$ cat src/rtl/ofs_feature_csr_pkg.sv
// ofs_feature_csr_pkg: shared offsets, FSM states and completion record for the feature CSR responder
package ofs_feature_csr_pkg;
  localparam int unsigned DFH_OFFSET    = 'h0;
  localparam int unsigned GUID_L_OFFSET = 'h8;
  localparam int unsigned GUID_H_OFFSET = 'h10;
  localparam int unsigned CSR_TAG_MAX   = 16;
  typedef enum logic {IDLE, RSP} t_csr_state;
  typedef struct packed {
    logic [63:0]            data;
    logic [CSR_TAG_MAX-1:0] tag;
    logic                   err;
  } t_csr_rsp;
endpackage

$ cat src/rtl/feature_csr_sat_cnt.sv
// feature_csr_sat_cnt: saturating up-counter; clear wins over a same-cycle increment
module feature_csr_sat_cnt #(
  parameter int WIDTH = 32
) (
  input  logic             clk,
  input  logic             rst,
  input  logic             inc,
  input  logic             clr,
  output logic [WIDTH-1:0] cnt
);
  always_ff @(posedge clk or posedge rst)
    if (rst) cnt <= '0;
    else if (clr) cnt <= '0;
    else if (inc && !(&cnt)) cnt <= cnt + 1'b1;
endmodule

$ cat src/rtl/ofs_feature_csr_responder.sv
// ofs_feature_csr_responder: DFH/GUID/scratch MMIO responder; OFS_FEATURE_CSR_ACCESS_CNT_EN adds access counters
module ofs_feature_csr_responder
  import ofs_feature_csr_pkg::*;
#(
  parameter int          ADDR_W       = 12,
  parameter int          TAG_W        = 10,
  parameter logic [63:0] DFH_VALUE    = 64'h0,
  parameter logic [127:0] GUID        = 128'h0,
  parameter int unsigned SCRATCH_ADDR = 'h28,
  parameter logic [63:0] SCRATCH_RST  = 64'h0,
  parameter int unsigned CNT_ADDR     = 'h38
) (
  input  logic              clk,
  input  logic              rst,
  input  logic              req_valid,
  output logic              req_ready,
  input  logic              req_write,
  input  logic              req_dw,
  input  logic [ADDR_W-1:0] req_addr,
  input  logic [63:0]       req_wdata,
  input  logic [TAG_W-1:0]  req_tag,
  output logic              rsp_valid,
  input  logic              rsp_ready,
  output logic [63:0]       rsp_data,
  output logic [TAG_W-1:0]  rsp_tag,
  output logic              rsp_err
);
  if (SCRATCH_ADDR % 8 != 0 || SCRATCH_ADDR < 'h18 || CNT_ADDR % 8 != 0 || CNT_ADDR < 'h18 ||
      CNT_ADDR == SCRATCH_ADDR || TAG_W > CSR_TAG_MAX) begin : g_bad_cfg
    $error("ofs_feature_csr_responder: illegal SCRATCH_ADDR/CNT_ADDR/TAG_W configuration");
  end
  localparam logic [ADDR_W-1:0] DFH_A = ADDR_W'(DFH_OFFSET);
  localparam logic [ADDR_W-1:0] GL_A  = ADDR_W'(GUID_L_OFFSET);
  localparam logic [ADDR_W-1:0] GH_A  = ADDR_W'(GUID_H_OFFSET);
  localparam logic [ADDR_W-1:0] SCR_A = ADDR_W'(SCRATCH_ADDR);
  t_csr_state state_q, state_d;
  t_csr_rsp   rsp_q, rsp_d;
  logic [63:0] scratch_q, rd64, cnt_val;
  logic [ADDR_W-4:0] word;
  logic hit_dfh, hit_gl, hit_gh, hit_scr, hit_cnt, rd_acc, wr_acc;
  logic unused;
  assign unused    = ^{req_addr[1:0], rsp_q.tag};
  assign word      = req_addr[ADDR_W-1:3];
  assign hit_dfh   = word == DFH_A[ADDR_W-1:3];
  assign hit_gl    = word == GL_A[ADDR_W-1:3];
  assign hit_gh    = word == GH_A[ADDR_W-1:3];
  assign hit_scr   = word == SCR_A[ADDR_W-1:3];
  assign req_ready = ~rst & (state_q == IDLE | rsp_ready);
  assign rd_acc    = req_valid & req_ready & ~req_write;
  assign wr_acc    = req_valid & req_ready & req_write;
`ifdef OFS_FEATURE_CSR_ACCESS_CNT_EN
  localparam logic [ADDR_W-1:0] CNT_A = ADDR_W'(CNT_ADDR);
  logic [31:0] wr_cnt, rd_cnt;
  logic cnt_clr;
  assign hit_cnt = word == CNT_A[ADDR_W-1:3];
  assign cnt_clr = wr_acc & hit_cnt;
  assign cnt_val = {wr_cnt, rd_cnt};
  feature_csr_sat_cnt #(.WIDTH(32)) u_wr_cnt (.clk, .rst, .inc(wr_acc), .clr(cnt_clr), .cnt(wr_cnt));
  feature_csr_sat_cnt #(.WIDTH(32)) u_rd_cnt (.clk, .rst, .inc(rd_acc), .clr(cnt_clr), .cnt(rd_cnt));
`else
  assign hit_cnt = 1'b0;
  assign cnt_val = '0;
`endif
  assign rd64 = hit_dfh ? DFH_VALUE : hit_gl ? GUID[63:0] : hit_gh ? GUID[127:64] :
                hit_scr ? scratch_q : hit_cnt ? cnt_val : '0;
  always_comb begin
    rsp_d      = '0;
    rsp_d.data = req_dw ? {2{req_addr[2] ? rd64[63:32] : rd64[31:0]}} : rd64;
    rsp_d.tag  = CSR_TAG_MAX'(req_tag);
    rsp_d.err  = ~(hit_dfh | hit_gl | hit_gh | hit_scr | hit_cnt);
    state_d    = rd_acc ? RSP : rsp_ready ? IDLE : state_q;
  end
  always_ff @(posedge clk or posedge rst)
    if (rst) begin
      state_q <= IDLE;
      rsp_q   <= '0;
    end else begin
      state_q <= state_d;
      if (rd_acc) rsp_q <= rsp_d;
    end
  always_ff @(posedge clk or posedge rst)
    if (rst) scratch_q <= SCRATCH_RST;
    else if (wr_acc && hit_scr)
      scratch_q <= !req_dw ? req_wdata : req_addr[2] ? {req_wdata[31:0], scratch_q[31:0]} :
                   {scratch_q[63:32], req_wdata[31:0]};
  assign rsp_valid = state_q == RSP;
  assign rsp_data  = rsp_q.data;
  assign rsp_tag   = rsp_q.tag[TAG_W-1:0];
  assign rsp_err   = rsp_q.err;
endmodule

$ cat config.mk
export PLATFORM = sky130hd
export DESIGN_NAME = ofs_feature_csr_responder
export DESIGN_NICKNAME = d
export VERILOG_FILES = /design/src/rtl/ofs_feature_csr_pkg.sv /design/src/rtl/feature_csr_sat_cnt.sv /design/src/rtl/ofs_feature_csr_responder.sv
export SDC_FILE = /design/constraint.sdc
export NUM_CORES = 1
export LEC_CHECK = 0
export ABC_AREA = 1
export ABC_CLOCK_PERIOD_IN_PS = 6400
export CORE_MARGIN = 10
export CORE_UTILIZATION = 50
export CTS_CLUSTER_SIZE = 20
export DETAILED_ROUTE_END_ITERATION = 10
export GPL_TIMING_DRIVEN = 1
export PLACE_DENSITY = 0.81
export REMOVE_ABC_BUFFERS = 1
export SKIP_CTS_REPAIR_TIMING = 1
export SYNTH_ARGS = -nofsm -noshare
export SYNTH_HDL_FRONTEND = slang
export SYNTH_SLANG_ARGS = --single-unit
$ cat constraint.sdc
create_clock -name clk -period 6.4 [get_ports clk]
set_clock_uncertainty 0.2 [all_clocks]
set_input_delay 0.96 -clock clk [delete_from_list [all_inputs] [get_ports clk]]
set_output_delay 0.96 -clock clk [all_outputs]
set_load 0.05 [all_outputs]
---- Yosys cells after proc, flatten, opt, wreduce, memory -nomap -nowiden ----
Cells that the tools add are included.
word-level totals
  register bits after elaboration ......... 140
  bits in latches ......................... 0
  bits in writable memories ............... 0
  bits in read-only memories .............. 0
  memories kept ........................... 0
cells by class
  $add $sub $neg .......................... 0
  multipliers ............................. 0
  divide/modulo/power cells ............... 0
  $lt $le $gt $ge ......................... 0
  eq/ne operators ......................... 5
  shift operators ......................... 0
  muxes and demuxes ....................... 10
  bitwise operators ....................... 12
  reduce and logical (&&, ||, !) cells .... 5
operators by type and width
  cell                                                  count
  2-to-1 mux 64 bit                                     7
  2-to-1 mux 32 bit                                     1
  equality test 9 x 1 -> 1 bit (second input constant)  1
  equality test 9 x 2 -> 1 bit (second input constant)  1
  equality test 9 x 3 -> 1 bit (second input constant)  1
  zero test 9 bit                                       1
  bitwise AND 1 bit                                     4
  NOT 1 bit                                             4
  OR 1 bit                                              4
  AND reduction 2 bit                                   2
  2-to-1 mux 1 bit                                      2
  != test 2 x 1 -> 1 bit (second input constant)        1
  != test 2 bit (second input constant)                 1
  nonzero test 2 bit                                    1
  logical AND 1 bit                                     1

---- Logic depth before layout (Yosys ltp) ----
Gate-level depths: netlist (run 1).
  depth after elaboration ................. 7
  gate-level depth with buffers ........... 11
  mapped depth without buffers ............ 9

---- Least setup slack after synthesis (run 1) ----
OpenSTA, ideal clock, no wires.
  path kind ............................... input port to output port
  start ................................... input rsp_ready
  end ..................................... output req_ready
  arrival ................................. 1456 ps
  setup slack ............................. 3784 ps
  cell stages on the path ................. 2
  buffers on the path ..................... 0
  path through ............................ nor2_1 nor2_2
on the way
  cells in the longest elaborated chain, start to end .. 2
ends and longest elaborated chain
  item               line                             source
  from (decl)        ofs_feature_csr_responder.sv:23  input logic rsp_ready,
  OR 1 bit           ofs_feature_csr_responder.sv:48  assign req_ready = ~rst & (state_q == IDLE | rsp_ready);
  bitwise AND 1 bit  ofs_feature_csr_responder.sv:48
  to (decl)          ofs_feature_csr_responder.sv:16  output logic req_ready,
Every way passes these cells.

---- Worst setup path after layout (run 1) ----
  start ................................... input req_dw
  end ..................................... register scratch_q[51]
on the way
  cells in the longest elaborated chain, start to end .. 2
  elaborated cells on any way between the ends .. 3
ends and longest elaborated chain
  item                              line                             source
  from (decl)                       ofs_feature_csr_responder.sv:18  input logic req_dw,
  != test 2 x 1 -> 1 bit (no line)  n/a
  AND reduction 2 bit (no line)     n/a
  to (signal assigned)              ofs_feature_csr_responder.sv:84  scratch_q <= !req_dw ? req_wdata : req_addr[2] ? {req_wdata[31:0], scratch_q[31:0]} :
  to (decl)                         ofs_feature_csr_responder.sv:38  logic [63:0] scratch_q, rd64, cnt_val;
Several ways; a longest one is shown, not always the timed one.
A chain may end at the register's enable or synchronous reset.

==> summary.txt, run 1 <==
Max Fclk: 239 MHz
Max-cap violations: 0
Worst VDD drop: 0.000182 V
Xor and xnor area share after synthesis: 0%
IO buf count: 166
Gr busiest metal: met2
Vias per inst: 5.07
M2 GR Usage: 33.2%
CTS tree: yes
Fraction of layout cells with a size suffix above 1: 6.94%
Clk Latency, worst-skew pair: 0.42 ns
Worst EP required: 6.52 ns
Top cells by area, synth: dfrtp_1 50%, nand2_1 20%, nand3_1 6.5%
Synthesized area: 6980 sq um
Synth Area in Compound Gates: 6.85%
Ys Warns: 0
Synthesized area per cell: 7.26 sq um
Post-Synth Simple-Gate Area: 34.3%
Tightest slew margin relative to the limit: 28.2%
Clock slew at reported path FFs: 0.05 ns
I/O Pins: 169
Min Clock Period, post-route: 4.19 ns
First-pass GRT wire length: 32.2 mm
Commonest non-fill, non-tap cell in the layout: nand2_1
RD Place Congestion: 0.775
Largest net degree at the start of global routing: 91
Arrival time at the worst endpoint: 4.31 ns
Final WL: 19.3 mm
Yosys reg bits: 140
Total gr overflow: 0
Syn-to-layout area delta: 32.9%
Initial Util: 50.7%
Row cnt: 43
DR pass1 iterations: 6
GR Util met3: 5.27%
Slew Viols, Final: 0
WL/cell: 15.0 microns
Commonest cells after routing, fill and taps aside: 367 x nand2_1, 166 x clkdlybuf4s50_1, 140 x dfrtp_1
Total leakage power: 0.00467 uW
Hold_ws: 0.277 ns
Detailed-route via count: 6537
R2R Setup Slk: 3.37 ns
Number of diodes: 0
Actual slew at the worst max-slew pin: 1.08 ns
Root cell of the clock tree: clkbuf_16
Setup TNS: 0 ns
Die footprint: 19100 sq um
Antenna violations before repair: 0
CTS max path bufs: 2
CTS Buf Count: 17
# DRC: 0
Grt met1 use: 25.5%
DR iter-0 viols: 551
Status: finished clean
Final HPWL DP: 12.2 mm
Number of global-route vias before repair: 6414
# setup viols final: 0
Hold Vio Cnt, Final: 0
Mux share of post-synthesis cell area: 0%
Crit Path Class: in -> reg
Synth Instances: 961
RSZ-0062 raised after global routing: no
Sequential area share after synthesis: 50.2%
# fillers: 1175
Synth top area share: 50.2%
Layout net count: 1188
Die height: 138 microns
CP max FO: 58
PD cells: 292 nW/um^2
Htree depth: 4
CTS Sinks: 140
Post-Synth Adder-Cell Area: 0%
Nature of the critical path startpoint: primary input
Main combinational cell family by area after synthesis: simple AND/OR/NAND/NOR gates
Die Wd: 138 microns
Hold Path Class: reg -> reg
Final worst-path cycle share: 65.5%
GRT Total Usage: 20.1%
Unique masters post-synth: 20
Routed Antenna Nets: 0
Critical Path End Type: flop
Total core area: 13800 sq um
Cell taking the most area after synthesis: dfrtp_1
path summary, 6_finish.rpt:
| check | depth (start not counted) | from | to |
|---|---|---|---|
| worst max register to register | 9 | rsp_valid$_DFFE_PP0P_ | scratch_q[51]$_DFFE_PP0P_ |
| min in group asynchronous | 2 | rst | rsp_valid$_DFFE_PP0P_ |
| worst min-delay path | 2 | rsp_data[4]$_DFFE_PP0P_ | rsp_data[4]$_DFFE_PP0P_ |
| worst min register to register | 2 | rsp_data[4]$_DFFE_PP0P_ | rsp_data[4]$_DFFE_PP0P_ |
| max in group asynchronous | 3 | rst | scratch_q[19]$_DFFE_PP0P_ |
| worst max-delay path | 7 | req_dw | scratch_q[51]$_DFFE_PP0P_ |
kinds of logic (layout without fill, tap and decap cells):
logic type             Yosys count  in the layout
AO/OA/AOI/OAI                   95             95
buffers and inverters          146            294
AND/OR/NAND/NOR                580            580
flip-flops                     140            140
through the flow:
step	total power, uW	setup slack [ns]	instance area (sq um)	cells	util [%]
3_5_place_dp	1720	1.79	8670	1257	62.9
2_1_floorplan	1450	0.113	6710	903	-
4_1_cts	2720	2.15	9270	1289	67.3
6_report	2710	2.21	9270	1289	67.3
3_3_place_gp	1710	1.80	8670	1257	62.9
5_1_grt	2810	1.89	9270	1289	67.3
sequential cells by signal, indices dropped and copies added (netlist names):
signal and cells:
rsp_err 1, rsp_data 64, rsp_valid 1, rsp_tag 10
scratch_q 64
power breakdown:
group          leakage [uW]  switching [uW]  internal (uW)
Combinational       0.00255             449            248
Clock              0.000301             358            652
Sequential          0.00181            37.7            964
critical path: stages:
cell and delay, ns:
clkdlybuf4s50_1 0.61, inv_2 0.88, or2_1 0.24, nand3_2 0.53
inv_2 0.81, nand2_1 0.13, o21ai_0 0.12
cell usage after synthesis:
| master | number |
|---|---|
| a21oi_1 | 8 |
| or2_1 | 2 |
| or2_0 | 1 |
| o21ai_1 | 7 |
| o21ai_0 | 79 |
| nand3_2 | 3 |
| buf_6 | 2 |
| nor2_1 | 85 |
| buf_4 | 2 |
| nor2_2 | 1 |
| dfrtp_1 | 140 |
| buf_2 | 26 |
| clkbuf_1 | 26 |
| nand2_1 | 368 |
| nand3_1 | 90 |
| inv_2 | 4 |
| inv_1 | 84 |
| buf_1 | 2 |
| or2_2 | 30 |
| o31ai_1 | 1 |
layer usage:
metal	share of wire (%)	up-vias	wire length [microns]
met5	0	-	0
li1	-	3234	-
met4	0.91	0	176
met2	48	248	9330
met1	43	3041	8270
met3	7.8	14	1510
cell type report:
cell class              instances  area, sq um  share of cell area, %
clock buffers                  25          495                   5.34
clock inverters                 7          110                   1.19
inverters                      88          335                   3.62
multi-input cells             675         2880                   31.1
flip-flops and latches        140         3500                   37.8
well taps                     180          225                   2.43
repair buffers                174         1720                   18.6
Note: power is estimated with default switching activity, not from simulation.
==> run 2: changes to the inputs <==
--- a/config.mk
+++ b/config.mk
@@ -6,13 +6,13 @@
 export NUM_CORES = 1
 export LEC_CHECK = 0
 export ABC_AREA = 1
-export ABC_CLOCK_PERIOD_IN_PS = 6400
+export ABC_CLOCK_PERIOD_IN_PS = 3500
 export CORE_MARGIN = 10
-export CORE_UTILIZATION = 50
+export CORE_UTILIZATION = 45
 export CTS_CLUSTER_SIZE = 20
 export DETAILED_ROUTE_END_ITERATION = 10
 export GPL_TIMING_DRIVEN = 1
-export PLACE_DENSITY = 0.81
+export PLACE_DENSITY = 0.77
 export REMOVE_ABC_BUFFERS = 1
 export SKIP_CTS_REPAIR_TIMING = 1
 export SYNTH_ARGS = -nofsm -noshare
==> constraint.sdc (replaced) <==
create_clock -name clk -period 3.5 [get_ports clk]
set_clock_uncertainty 0.2 [all_clocks]
set_input_delay 0.525 -clock clk [delete_from_list [all_inputs] [get_ports clk]]
set_output_delay 0.525 -clock clk [all_outputs]
set_load 0.05 [all_outputs]
==> summary.txt, run 2 (synthesized netlist as in run 1, its figures left out) <==
CTS Buf Count: 17 (unchanged)
Design Area, Final: 9350 sq um (+0.78%)
DR iter-0 viols: 413 (-25%)
PD cells: 520 nW/um^2 (+78%)
Clk Latency, worst-skew pair: 0.41 ns (about the same)
Nature of the critical path startpoint: primary input
CP Cell Sequence: clkdlybuf4s50_1 > nor2_2 > clkdlybuf4s50_1
Critical Path End Type: output port
Min Clock Period, post-route: 2.80 ns
Max-cap violations: 0 (unchanged)
Fraction of layout cells with a size suffix above 1: 7.36% (+0.42 points)
Max Fclk: 358 MHz
Htree depth: 4 (unchanged)
Vias per inst: 4.99 (-1.6%)
Layout net count: 1198 (+0.84%)
Crit path max-delay cell type: clkdlybuf4s50_1
Slew Viols, Final: 0 (unchanged)
Antenna violations before repair: 0 (unchanged)
IO buf count: 166 (unchanged)
Tightest slew margin relative to the limit: 56.8% (+29 points)
I/O Pins: 169 (unchanged)
Final worst-path cycle share: 79.9%
Total gr overflow: 0 (unchanged)
Final core utilization: 61.5% (-5.9 points)
R2R depth: 8 (-1)
Row cnt: 45 (+4.7%)
R2R Setup Slk: 1.25 ns (-2.12 ns)
CTS tree: yes
# fillers: 1345 (+14%)
Fin cells: 1302 (+1.0%)
WL/cell: 15.3 microns (+2.0%)
Actual slew at the worst max-slew pin: 0.648 ns (-0.428 ns)
CTS Sinks: 140 (unchanged)
Crit Path Class: in -> out
Total leakage power: 0.00470 uW (+0.70%)
Hold Path Depth: 2 (unchanged)
Initial Util: 45.9% (-4.8 points)
CTS max path bufs: 2 (unchanged)
Hold Vio Cnt, Final: 0 (unchanged)
Die footprint: 20900 sq um (+9.5%)
Slowest Stage Delay on Critical Path: 0.83 ns (-0.05 ns)
RSZ-0062 raised after global routing: no
RD Place Congestion: 0.791 (+2.2%)
Detailed-route via count: 6494 (-0.66%)
Clock slew at reported path FFs: 0.05 ns (about the same)
GRT Total Usage: 19.3% (-0.83 points)
Worst VDD drop: 0.000332 V (+83%)
Hold Path End: rsp_tag[8]$_DFFE_PP0P_
Largest net degree at the start of global routing: 87 (-4.4%)
Placed cell area: 8790 sq um (+1.4%)
# DRC: 0 (unchanged)
Final Power: 4860 uW (+79%)
Arrival time at the worst endpoint: 2.07 ns (-2.24 ns)
# setup viols final: 0 (unchanged)
Hold Path Class: reg -> reg
Final WL: 19.9 mm (+3.1%)
DR pass1 iterations: 5 (-1)
Die height: 145 microns (+4.6%)
CP max FO: 3 (-95%)
Reg2reg end: scratch_q[15]$_DFFE_PP0P_
Root cell of the clock tree: clkbuf_16
Placed cell count: 1275 (+1.4%)
Commonest non-fill, non-tap cell in the layout: nand2_1
Worst EP required: 2.77 ns (-3.75 ns)
Hold_ws: 0.278 ns (+0.00104 ns)
Commonest cells after routing, fill and taps aside: 367 x nand2_1, 166 x clkdlybuf4s50_1, 140 x dfrtp_1
Final HPWL DP: 13.0 mm (+6.6%)
Routed Antenna Nets: 0 (unchanged)
Most common cell on crit path: clkdlybuf4s50_1
Status: finished clean
First-pass GRT wire length: 32.0 mm (-0.66%)
Number of diodes: 0 (unchanged)
Total core area: 15200 sq um (+10%)
Reg2reg start: rsp_valid$_DFFE_PP0P_
Worst Hold Launch: rsp_tag[8]$_DFFE_PP0P_
Number of global-route vias before repair: 6454 (+0.62%)
Syn-to-layout area delta: 33.9%
Die Wd: 145 microns (+4.6%)
## run 2: metal layers
metal	GRT usage (%)	share of wire [%]
met3	5.54	8.0
met4	4.89	0.79
met1	24.9	44
met5	0	0
met2	31.0	47
## run 2: how the worst max path moves through the flow
stage	cells past startpoint	slack, ns	endpoint	startpoint
detailed placement	8	0.66	rsp_data[24]$_DFFE_PP0P_	req_dw
global route	3	0.64	req_ready	rst
CTS	3	0.69	req_ready	rst
finish	3	0.70	req_ready	rst
floorplan	5	-2.35	scratch_q[0]$_DFFE_PP0P_	req_addr[6]
global placement	8	0.70	scratch_q[17]$_DFFE_PP0P_	rst
## run 2: power by group
group	switching, uW	leakage (uW)	internal, uW
clock network	636	0.000271	1110
logic	823	0.00262	459
registers	71.3	0.00181	1760
## run 2: through the flow
step | TNS (ns) | worst slack [ns]
CTS | 0 | 0.694
finish | 0 | 0.704
global placement | 0 | 0.698
global route | 0 | 0.644
detailed placement | 0 | 0.658
floorplan | -336.03 | -2.35
## run 2: final cells by class
| type | count | area, sq um | share of cell area (%) |
|---|---|---|---|
| Clock buffer | 25 | 495 | 5.30 |
| Clock inverter | 2 | 60.1 | 0.643 |
| Inverter | 88 | 335 | 3.59 |
| Multi-Input combinational cell | 675 | 2880 | 30.8 |
| Sequential cell | 140 | 3500 | 37.5 |
| Tap cell | 188 | 235 | 2.52 |
| Timing Repair Buffer | 184 | 1830 | 19.6 |
## run 2: critical path: cells and delay by family
kind	cells	cell delay, ns
buf+inv	2	1.33
simple gates	1	0.21
==> run 3: changes to the inputs <==
--- a/config.mk
+++ b/config.mk
@@ -6,7 +6,7 @@
 export NUM_CORES = 1
 export LEC_CHECK = 0
 export ABC_AREA = 1
-export ABC_CLOCK_PERIOD_IN_PS = 3500
+export ABC_CLOCK_PERIOD_IN_PS = 2200
 export CORE_MARGIN = 10
 export CORE_UTILIZATION = 45
 export CTS_CLUSTER_SIZE = 20
==> constraint.sdc (replaced) <==
create_clock -name clk -period 2.2 [get_ports clk]
set_clock_uncertainty 0.2 [all_clocks]
set_input_delay 0.33 -clock clk [delete_from_list [all_inputs] [get_ports clk]]
set_output_delay 0.33 -clock clk [all_outputs]
set_load 0.05 [all_outputs]
==> summary.txt, run 3 (synthesized netlist as in run 1, its figures left out) <==
# DRC: 0 (unchanged)
Clock slew at reported path FFs: 0.06 ns (about the same)
R2R depth: 10 (+2)
GRT Total Usage: 19.5% (+0.19 points)
Row cnt: 45 (unchanged)
Final HPWL DP: 13.5 mm (+4.3%)
Clk Latency, worst-skew pair: 0.42 ns (about the same)
Syn-to-layout area delta: 39.3%
Layout net count: 1214 (+1.3%)
# setup viols final: 0 (unchanged)
Setup TNS: 0 ns (unchanged)
Place WS: -0.0151 ns (-0.673 ns)
Min Clock Period, post-route: 2.14 ns
Antenna violations before repair: 0 (unchanged)
CP Cell Sequence: clkdlybuf4s50_1
PD cells: 826 nW/um^2 (+59%)
Hold Path Class: in -> async
Critical Path End Type: output port
Final WL: 20.1 mm (+1.0%)
Reg2reg end: scratch_q[8]$_DFFE_PP0P_
Die height: 145 microns (unchanged)
Number of diodes: 0 (unchanged)
First-pass GRT wire length: 32.1 mm (+0.37%)
Arrival time at the worst endpoint: 1.61 ns (-0.46 ns)
Routed Antenna Nets: 0 (unchanged)
CTS max path bufs: 2 (unchanged)
Worst VDD drop: 0.000523 V (+57%)
Max Fclk: 468 MHz
DR iter-0 viols: 488 (+18%)
Final Worst Setup Slack: 0.0610 ns (-0.643 ns)
IO buf count: 166 (unchanged)
Placed cell count: 1291 (+1.3%)
Tightest slew margin relative to the limit: 61.6% (+4.8 points)
R2R Setup Slk: 0.44 ns (-0.81 ns)
I/O Pins: 169 (unchanged)
Total core area: 15200 sq um (unchanged)
Root cell of the clock tree: clkbuf_16
Slew Viols, Final: 0 (unchanged)
RSZ-0062 raised after global routing: no
Largest net degree at the start of global routing: 58 (-33%)
Die footprint: 20900 sq um (unchanged)
Crit Path Class: reg -> out
Initial Util: 45.9% (unchanged)
Delay-heaviest family, CP: buffers and inverters
Hold Vio Cnt, Final: 0 (unchanged)
Final worst-path cycle share: 97.2%
Hold_ws: 0.168 ns (-0.111 ns)
Vias per inst: 5.00 (+0.28%)
WL/cell: 15.2 microns (-0.57%)
Slowest Stage Delay on Critical Path: 0.82 ns (about the same)
DR pass1 iterations: 5 (unchanged)
Final core utilization: 64.0% (+2.5 points)
CP max FO: 2 (-1)
Total leakage power: 0.00492 uW (+4.7%)
Critical path buffer and inverter count: 1 (-1)
Actual slew at the worst max-slew pin: 0.575 ns (-0.0724 ns)
Commonest cells after routing, fill and taps aside: 367 x nand2_1, 158 x clkdlybuf4s50_1, 140 x dfrtp_1
Crit path max-delay cell type: clkdlybuf4s50_1
Fin cells: 1323 (+1.6%)
CTS Sinks: 140 (unchanged)
Commonest non-fill, non-tap cell in the layout: nand2_1
Die Wd: 145 microns (unchanged)
RD Place Congestion: 0.799 (+0.96%)
Reg2reg start: rsp_valid$_DFFE_PP0P_
Status: finished clean
Number of global-route vias before repair: 6315 (-2.2%)
CTS tree: yes
Htree depth: 4 (unchanged)
Total gr overflow: 0 (unchanged)
Max-cap violations: 0 (unchanged)
CTS Buf Count: 17 (unchanged)
Nature of the critical path startpoint: flop
Detailed-route via count: 6617 (+1.9%)
Worst EP required: 1.67 ns (-1.10 ns)
Fraction of layout cells with a size suffix above 1: 9.87% (+2.5 points)
Critical Path Source: rsp_data[36]$_DFFE_PP0P_
-- run 3: cell types whose count changed in the layout (fill, tap and decap cells not counted), moves of 3 or more --
cell / delta
buf_12: +15
buf_4: +6
clkbuf_1: -4
clkdlybuf4s50_1: -8
clkinv_2: +3
clkinvlp_4: +3
dlymetal6s2s_1: +3
-- run 3: how the worst max path moves through the flow --
stage	to	slack (ns)	depth (start not counted)
final	rsp_data[36]	0.06	1
after global routing	rsp_data[55]	0.01	1
after CTS	rsp_data[26]	0.02	1
after detailed placement	scratch_q[7]$_DFFE_PP0P_	-0.02	10
after global placement	rsp_data[18]$_DFFE_PP0P_	0.03	7
after floorplan	scratch_q[0]$_DFFE_PP0P_	-3.46	5
-- run 3: per-layer routing --
metal	global-route usage [%]	up-vias	wire length, microns
met5	0	-	0
met4	5.80	0	359
met3	5.71	32	1450
met2	31.1	213	9400
met1	24.9	3084	8880
li1	-	3288	-
-- run 3: power by group --
part           total [uW]  internal [uW]  switching (uW)
Clock                3020           1930            1090
Sequential           2920           2810             114
Combinational        2090            763            1320
-- run 3: layout make-up --
class,count,area [sq um]
clock inverter,10,136
timing repair buffer,200,2140
sequential,140,3500
clock buffer,22,494
multi-input combinational,675,2880
fill,1308,5480
tap,188,235
inverter,88,335
-- run 3: stage by stage --
step | cell area, sq um | power [uW]
5_1_grt | 9720 | 8350
6_report | 9720 | 8030
2_1_floorplan | 6710 | 4210
3_3_place_gp | 9080 | 5040
4_1_cts | 9720 | 8100
3_5_place_dp | 9080 | 5060
